<file path="src/rtl/mem_arb_pkg.sv">
// Shared types and default widths for the fetch/data memory arbiter.
package mem_arb_pkg;

    localparam int unsigned ADDR_W_DEF = 32;
    localparam int unsigned DATA_W_DEF = 32;

    typedef enum logic [1:0] {
        IDLE  = 2'd0,
        OWN_I = 2'd1,
        OWN_D = 2'd2
    } state_t;

endpackage

</file>
<file path="src/rtl/mem_arb_starve_ctr.sv">
// Counts fetch denials; raises force_fetch once LIMIT consecutive denials accrue.
module mem_arb_starve_ctr
#(
    parameter int unsigned LIMIT = 4
)
(
    input  logic clk,
    input  logic rst,
    input  logic deny,
    input  logic grant,
    output logic force_fetch
);

    localparam int unsigned CNT_W = (LIMIT < 1) ? 1 : $clog2(LIMIT + 1);

    logic [CNT_W-1:0] cnt_q;
    logic [CNT_W-1:0] cnt_d;

    always_comb begin
        cnt_d = cnt_q;
        if (grant) begin
            cnt_d = '0;
        end else if (deny && (cnt_q != CNT_W'(LIMIT))) begin
            cnt_d = cnt_q + CNT_W'(1);
        end
    end

    always_ff @(posedge clk or posedge rst) begin
        if (rst) begin
            cnt_q       <= '0;
            force_fetch <= 1'b0;
        end else begin
            cnt_q       <= cnt_d;
            force_fetch <= (cnt_d == CNT_W'(LIMIT));
        end
    end

endmodule

</file>
<file path="src/rtl/mem_arbiter.sv">
// Shares one single-port memory between fetch and data requesters, one transaction in flight.
// Define MEM_ARB_STARVE_GUARD_EN to let a starved fetch win after STARVE_LIMIT denials.
module mem_arbiter
    import mem_arb_pkg::*;
#(
    parameter int unsigned ADDR_W       = ADDR_W_DEF,
    parameter int unsigned DATA_W       = DATA_W_DEF,
    parameter int unsigned STARVE_LIMIT = 4
)
(
    input  logic                clk,
    input  logic                rst,
    input  logic                i_req,
    input  logic [ADDR_W-1:0]   i_addr,
    output logic                i_gnt,
    output logic                i_rvalid,
    output logic [DATA_W-1:0]   i_rdata,
    input  logic                d_req,
    input  logic                d_we,
    input  logic [DATA_W/8-1:0] d_be,
    input  logic [ADDR_W-1:0]   d_addr,
    input  logic [DATA_W-1:0]   d_wdata,
    output logic                d_gnt,
    output logic                d_rvalid,
    output logic [DATA_W-1:0]   d_rdata,
    output logic                m_req,
    output logic                m_we,
    output logic [DATA_W/8-1:0] m_be,
    output logic [ADDR_W-1:0]   m_addr,
    output logic [DATA_W-1:0]   m_wdata,
    input  logic                m_ready,
    input  logic                m_rvalid,
    input  logic [DATA_W-1:0]   m_rdata
);

    state_t state_q;
    state_t state_d;
    logic   arb_en;
    logic   pick_d;
    logic   pick_i;
    logic   force_fetch;

`ifdef MEM_ARB_STARVE_GUARD_EN
    mem_arb_starve_ctr #(
        .LIMIT       (STARVE_LIMIT)
    ) u_starve_ctr (
        .clk         (clk),
        .rst         (rst),
        .deny        (d_gnt & i_req),
        .grant       (i_gnt),
        .force_fetch (force_fetch)
    );
`else
    // Limit only matters when the guard is built in; fetch is never forced here.
    assign force_fetch = 1'b0 && (STARVE_LIMIT != 0);
`endif

    always_ff @(posedge clk or posedge rst) begin
        if (rst) begin
            state_q <= IDLE;
        end else begin
            state_q <= state_d;
        end
    end

    // Response return, arbitration and memory request; everything held at 0 during reset.
    always_comb begin
        state_d  = state_q;
        arb_en   = 1'b0;
        pick_d   = 1'b0;
        pick_i   = 1'b0;
        i_gnt    = 1'b0;
        i_rvalid = 1'b0;
        i_rdata  = '0;
        d_gnt    = 1'b0;
        d_rvalid = 1'b0;
        d_rdata  = '0;
        m_req    = 1'b0;
        m_we     = 1'b0;
        m_be     = '0;
        m_addr   = '0;
        m_wdata  = '0;

        if (!rst) begin
            case (state_q)
                IDLE: arb_en = 1'b1;
                OWN_I: begin
                    if (m_rvalid) begin
                        i_rvalid = 1'b1;
                        i_rdata  = m_rdata;
                        arb_en   = 1'b1;
                        state_d  = IDLE;
                    end
                end
                OWN_D: begin
                    if (m_rvalid) begin
                        d_rvalid = 1'b1;
                        d_rdata  = m_rdata;
                        arb_en   = 1'b1;
                        state_d  = IDLE;
                    end
                end
                default: state_d = IDLE;
            endcase

            if (arb_en) begin
                pick_d = d_req && !(i_req && force_fetch);
                pick_i = i_req && !pick_d;
                if (pick_d) begin
                    m_req   = 1'b1;
                    m_we    = d_we;
                    m_be    = d_be;
                    m_addr  = d_addr;
                    m_wdata = d_wdata;
                    if (m_ready) begin
                        d_gnt   = 1'b1;
                        state_d = OWN_D;
                    end
                end else if (pick_i) begin
                    m_req  = 1'b1;
                    m_be   = '1;
                    m_addr = i_addr;
                    if (m_ready) begin
                        i_gnt   = 1'b1;
                        state_d = OWN_I;
                    end
                end
            end
        end
    end

endmodule

</file>
<file path="config.mk">
export PLATFORM = sky130hd
export DESIGN_NAME = mem_arbiter
export DESIGN_NICKNAME = d
export VERILOG_FILES = /design/src/rtl/mem_arb_pkg.sv /design/src/rtl/mem_arb_starve_ctr.sv /design/src/rtl/mem_arbiter.sv
export SDC_FILE = /design/constraint.sdc
export NUM_CORES = 1
export LEC_CHECK = 0
export ABC_AREA = 1
export CAP_MARGIN = 40
export CORE_AREA = 2 2 107 109
export CTS_BUF_LIST = sky130_fd_sc_hd__clkbuf_8
export DETAILED_ROUTE_END_ITERATION = 8
export DIE_AREA = 0 0 109 111
export PLACE_DENSITY_LB_ADDON = 0.2
export SLEW_MARGIN = 20
export SYNTH_ARGS = -nofsm -noshare
export SYNTH_HDL_FRONTEND = slang
export SYNTH_SLANG_ARGS = --single-unit
</file>
<file path="constraint.sdc">
create_clock -name clk -period 2.05 [get_ports clk]
set_input_delay 0.3075 -clock clk [delete_from_list [all_inputs] [get_ports clk]]
set_output_delay 0.3075 -clock clk [all_outputs]
set_load 0.1 [all_outputs]
</file>
==> summary.md <==
| Metric | Value |
|---|---|
| Mux cell area share after synthesis | `0%` |
| Finish-stage setup viols | `75` |
| Comb power frac | `~97%` |
| Switching Share | `between 50% and 60%` |
| Final slew viol count | `0` |
| Crit Path Max Fanout | `8` |
| Hold crit path type | `primary input to asynchronous set/reset pin` |
| DRT Pass-1 Iters | `4` |
| Regs by FF count | `state_q x2` |
| Syn Inst Count | `around 310` |
| CP required | `between 1.5 and 2 ns` |
| Worst-Skew Late Latency | `around 0.21 ns` |
| Drt total wl | `about 12000 um` |
| Clk network pwr share | `~2.2%` |
| Gr usage total | `roughly 17%` |
| CP Cell Sequence | `inv_2 > ha_4 > nand2_4 > nand2_4 > nand2_4 > nor2_4 > inv_6 > clkbuf_16 > a21oi_4 > buf_12` |
| Setup_tns | `-5.48 ns` |
| VDD IR-drop max | `between 700 and 800 uV` |
| Area of the multi-input gates | `approximately 0.0023 sq mm` |
| Antenna violations before repair | `0` |
| Post-Synth Simple-Gate Area | `60.6%` |
| Largest net degree at the start of global routing | `35` |
| Top FF cell, synth | `dfrtp_1` |
| Core Region | `around 0.011 sq mm` |
| Synth area leaders | `nor2_1, nor3b_1, nand3_1` |
| Sw Pwr | `around 0.0042 W` |
| Netlist cell types | `17` |
| Max clock buf depth | `2` |
| Die area | `between 0.01 and 0.015 sq mm` |
| Post-synthesis xor/xnor area fraction | `0%` |
| Remaining DRCs | `0` |
| Via density | `around 4.3` |
| Startpoint Class | `flip-flop` |
| Seq pwr share | `about 1.0%` |
| Die Ht | `about 110 um` |
| Placed Cells | `between 700 and 800` |
| Cells on worst reg2reg path | `11` |
| Failing checks | `negative setup slack` |
| Min cycle time layout | `about 2.2 ns` |
| CP arrival | `between 1.5 and 2 ns` |
| Syn Nets | `about 450` |
| RSZ-0062 raised after global routing | `true` |
| Worst path most repeated cell | `nand2_4` |
| Power Density | `slightly above 900 mW/mm^2` |
| Synth Area in Compound Gates | `between 10 and 15%` |
| I/O pins | `roughly 280` |
| Number of global-route vias before repair | `3188` |
| Most common cell after layout, fill and taps aside | `buf_12` |
| Fill count | `around 760` |
| Main combinational cell family by area after synthesis | `simple AND/OR/NAND/NOR gates` |
| Mean post-synth cell area | `a little under 5 sq um` |
| Post-route cell area | `0.00750 sq mm` |
| Die width | `~110 um` |
| Util after Layout | `67.7%` |
| WS Path Type | `flip-flop to primary output` |
| Clk pin slew, worst setup/hold paths | `0.03 ns` |
| H-tree levels | `1` |
| Core Rows | `39` |
| Internal Power | `between 0.002 and 0.003 W` |
| YS warnings | `0` |
| Max FFs per register | `2` |
| ANT nets after route | `0` |
| FF/Latch Area | `approximately 50 sq um` |
| CTS tree | `done` |
| Clk_skew | `around 0.0012 ns` |
| Initial DRC Count | `60` |
| Outcome | `complete, but fails checks` |
| Final WS setup | `-0.108 ns` |
| Via Count | `approximately 3200` |
| Max-slew headroom | `approximately three quarters` |
| Synth-to-Final Area Change | `400%` |
| CP endpoint kind | `primary output` |
| First-pass GRT wire length | `16700 um` |
| Synth Cell Area | `0.00150 sq mm` |
| Area share of the largest cell type after synthesis | `a little under a fifth` |
| IO buf count | `approximately 280` |
| Yosys top cell by area | `nor2_1` |
| Total CTS buffers | `3` |
| Post-synth EDFFs | `0` |
| Gr ovfl total | `0` |
| WL/cell | `15.4 um` |
| Synthesized-area fraction occupied by adder cells | `around 3.3%` |
| Share of layout cells above drive strength 1 | `between 50% and 60%` |
| Cell at the slowest stage of the critical path | `dfrtp_1` |
| Max-cap violations | `0` |
| Seq/Total Area, Yosys | `between 3 and 4%` |
| #FFs+latches synth | `2` |
| Fmax | `approximately 460 MHz` |
| Cts hold-fix bufs | `0` |
| Fin crit share | `105%` |
| Clock sink total | `2` |
| Leakage | `2.94 nW` |
| FFs w/ async S/R, synth | `between 90% and 100%` |
| CTS root buffer | `clkbuf_8` |
| Reg with most FFs | `state_q` |
| Hpwl dp | `9250 um` |
| RePlAce Congestion | `roughly 0.75` |
| Ant diodes | `0` |
| Worst-Margin Slew | `roughly 0.37 ns` |
| Crit path largest cell delay | `~0.36 ns` |
| Final Non-Filler Cells | `745` |
| Final layout net count | `~750` |
| Min Hold Slack | `0.600 ns` |
| Most frequent cells in the layout | `buf_12, clkdlybuf4s50_1, nand2_1, inv_1, nor2_4` |
| Initial Util | `between 10% and 20%` |
| Post-Place Cell Area | `around 0.007 sq mm` |
| Final hold viol count | `0` |
==> power by group through the flow <==
stage / clock network [W] / logic (W) / registers [W]
detailed placement: 0 / 0.00613 / 0.0000682
CTS: 0.000158 / 0.00650 / 0.0000709
global placement: 0 / 0.00608 / 0.0000652
finish: 0.000154 / 0.00677 / 0.0000708
global route: 0.000165 / 0.00702 / 0.0000758
floorplan: 0 / 0.00398 / 0.0000713
==> critical path: cells and delay by family, from the launching register on <==
kind	cells	cell delay, ns
buf+inv	4	0.53
compound gates	1	0.14
fa+ha+maj	1	0.28
flops	1	0.36
simple gates	4	0.33
==> synthesized netlist by cell type, types with 2 or more instances <==
| cell | count |
|---|---|
| inv_2 | 2 |
| nand2_2 | 3 |
| buf_6 | 3 |
| nor3b_1 | 33 |
| nand2_1 | 43 |
| nor2_1 | 74 |
| ha_1 | 4 |
| clkbuf_1 | 6 |
| buf_2 | 17 |
| a21oi_1 | 31 |
| nand3_1 | 37 |
| dfrtp_1 | 2 |
| inv_1 | 46 |
==> what timing repair did <==
item | in CTS | in global routing
pin swaps | 7 | 2
resized for setup | 15 | 110
setup endpoints to repair | 71 | 116
setup buffers | 2 | 1
gates cloned | 2 | 6
==> logic make-up (layout without fill, tap and decap cells) <==
logic type | after synthesis | count (layout)
buf+inv | 74 | 371
compound gates | 33 | 33
flops | 2 | 2
fa+ha+maj | 4 | 4
simple gates | 192 | 192
==> layer usage <==
layer | GRT usage (%) | up-vias | part of all wire (%)
met4 | 3.93 | 0 | 1.5
met5 | 0 | - | 0
met2 | 33.5 | 168 | 55
li1 | - | 1550 | -
met3 | 4.88 | 13 | 11
met1 | 17.6 | 1457 | 33
==> worst paths after layout <==
path	slack, ns	from	to
max reg2reg	0.42	state_q[1]	state_q[1]
min reg2reg	0.65	state_q[0]	state_q[0]
max	-0.11	state_q[1]	m_addr[3]
min in group clk	0.65	state_q[0]	state_q[0]
min	0.60	rst	state_q[0]
max in group asynchronous	1.35	rst	state_q[1]
==> cell type report <==
type / count / area share [%]
Inverter: 48 / 2.52
Multi-Input combinational cell: 229 / 30.4
Timing Repair Buffer: 320 / 63.4
Sequential cell: 2 / 0.668
Clock buffer: 3 / 0.551
Tap cell: 143 / 2.39
==> through the flow <==
stage | power (W) | worst slack [ns]
2_1_floorplan | 0.00405 | -0.456
3_3_place_gp | 0.00615 | -0.0791
3_5_place_dp | 0.00620 | -0.105
4_1_cts | 0.00672 | -0.123
5_1_grt | 0.00726 | -0.217
6_report | 0.00699 | -0.108
Note: power is estimated with default switching activity, not from simulation.
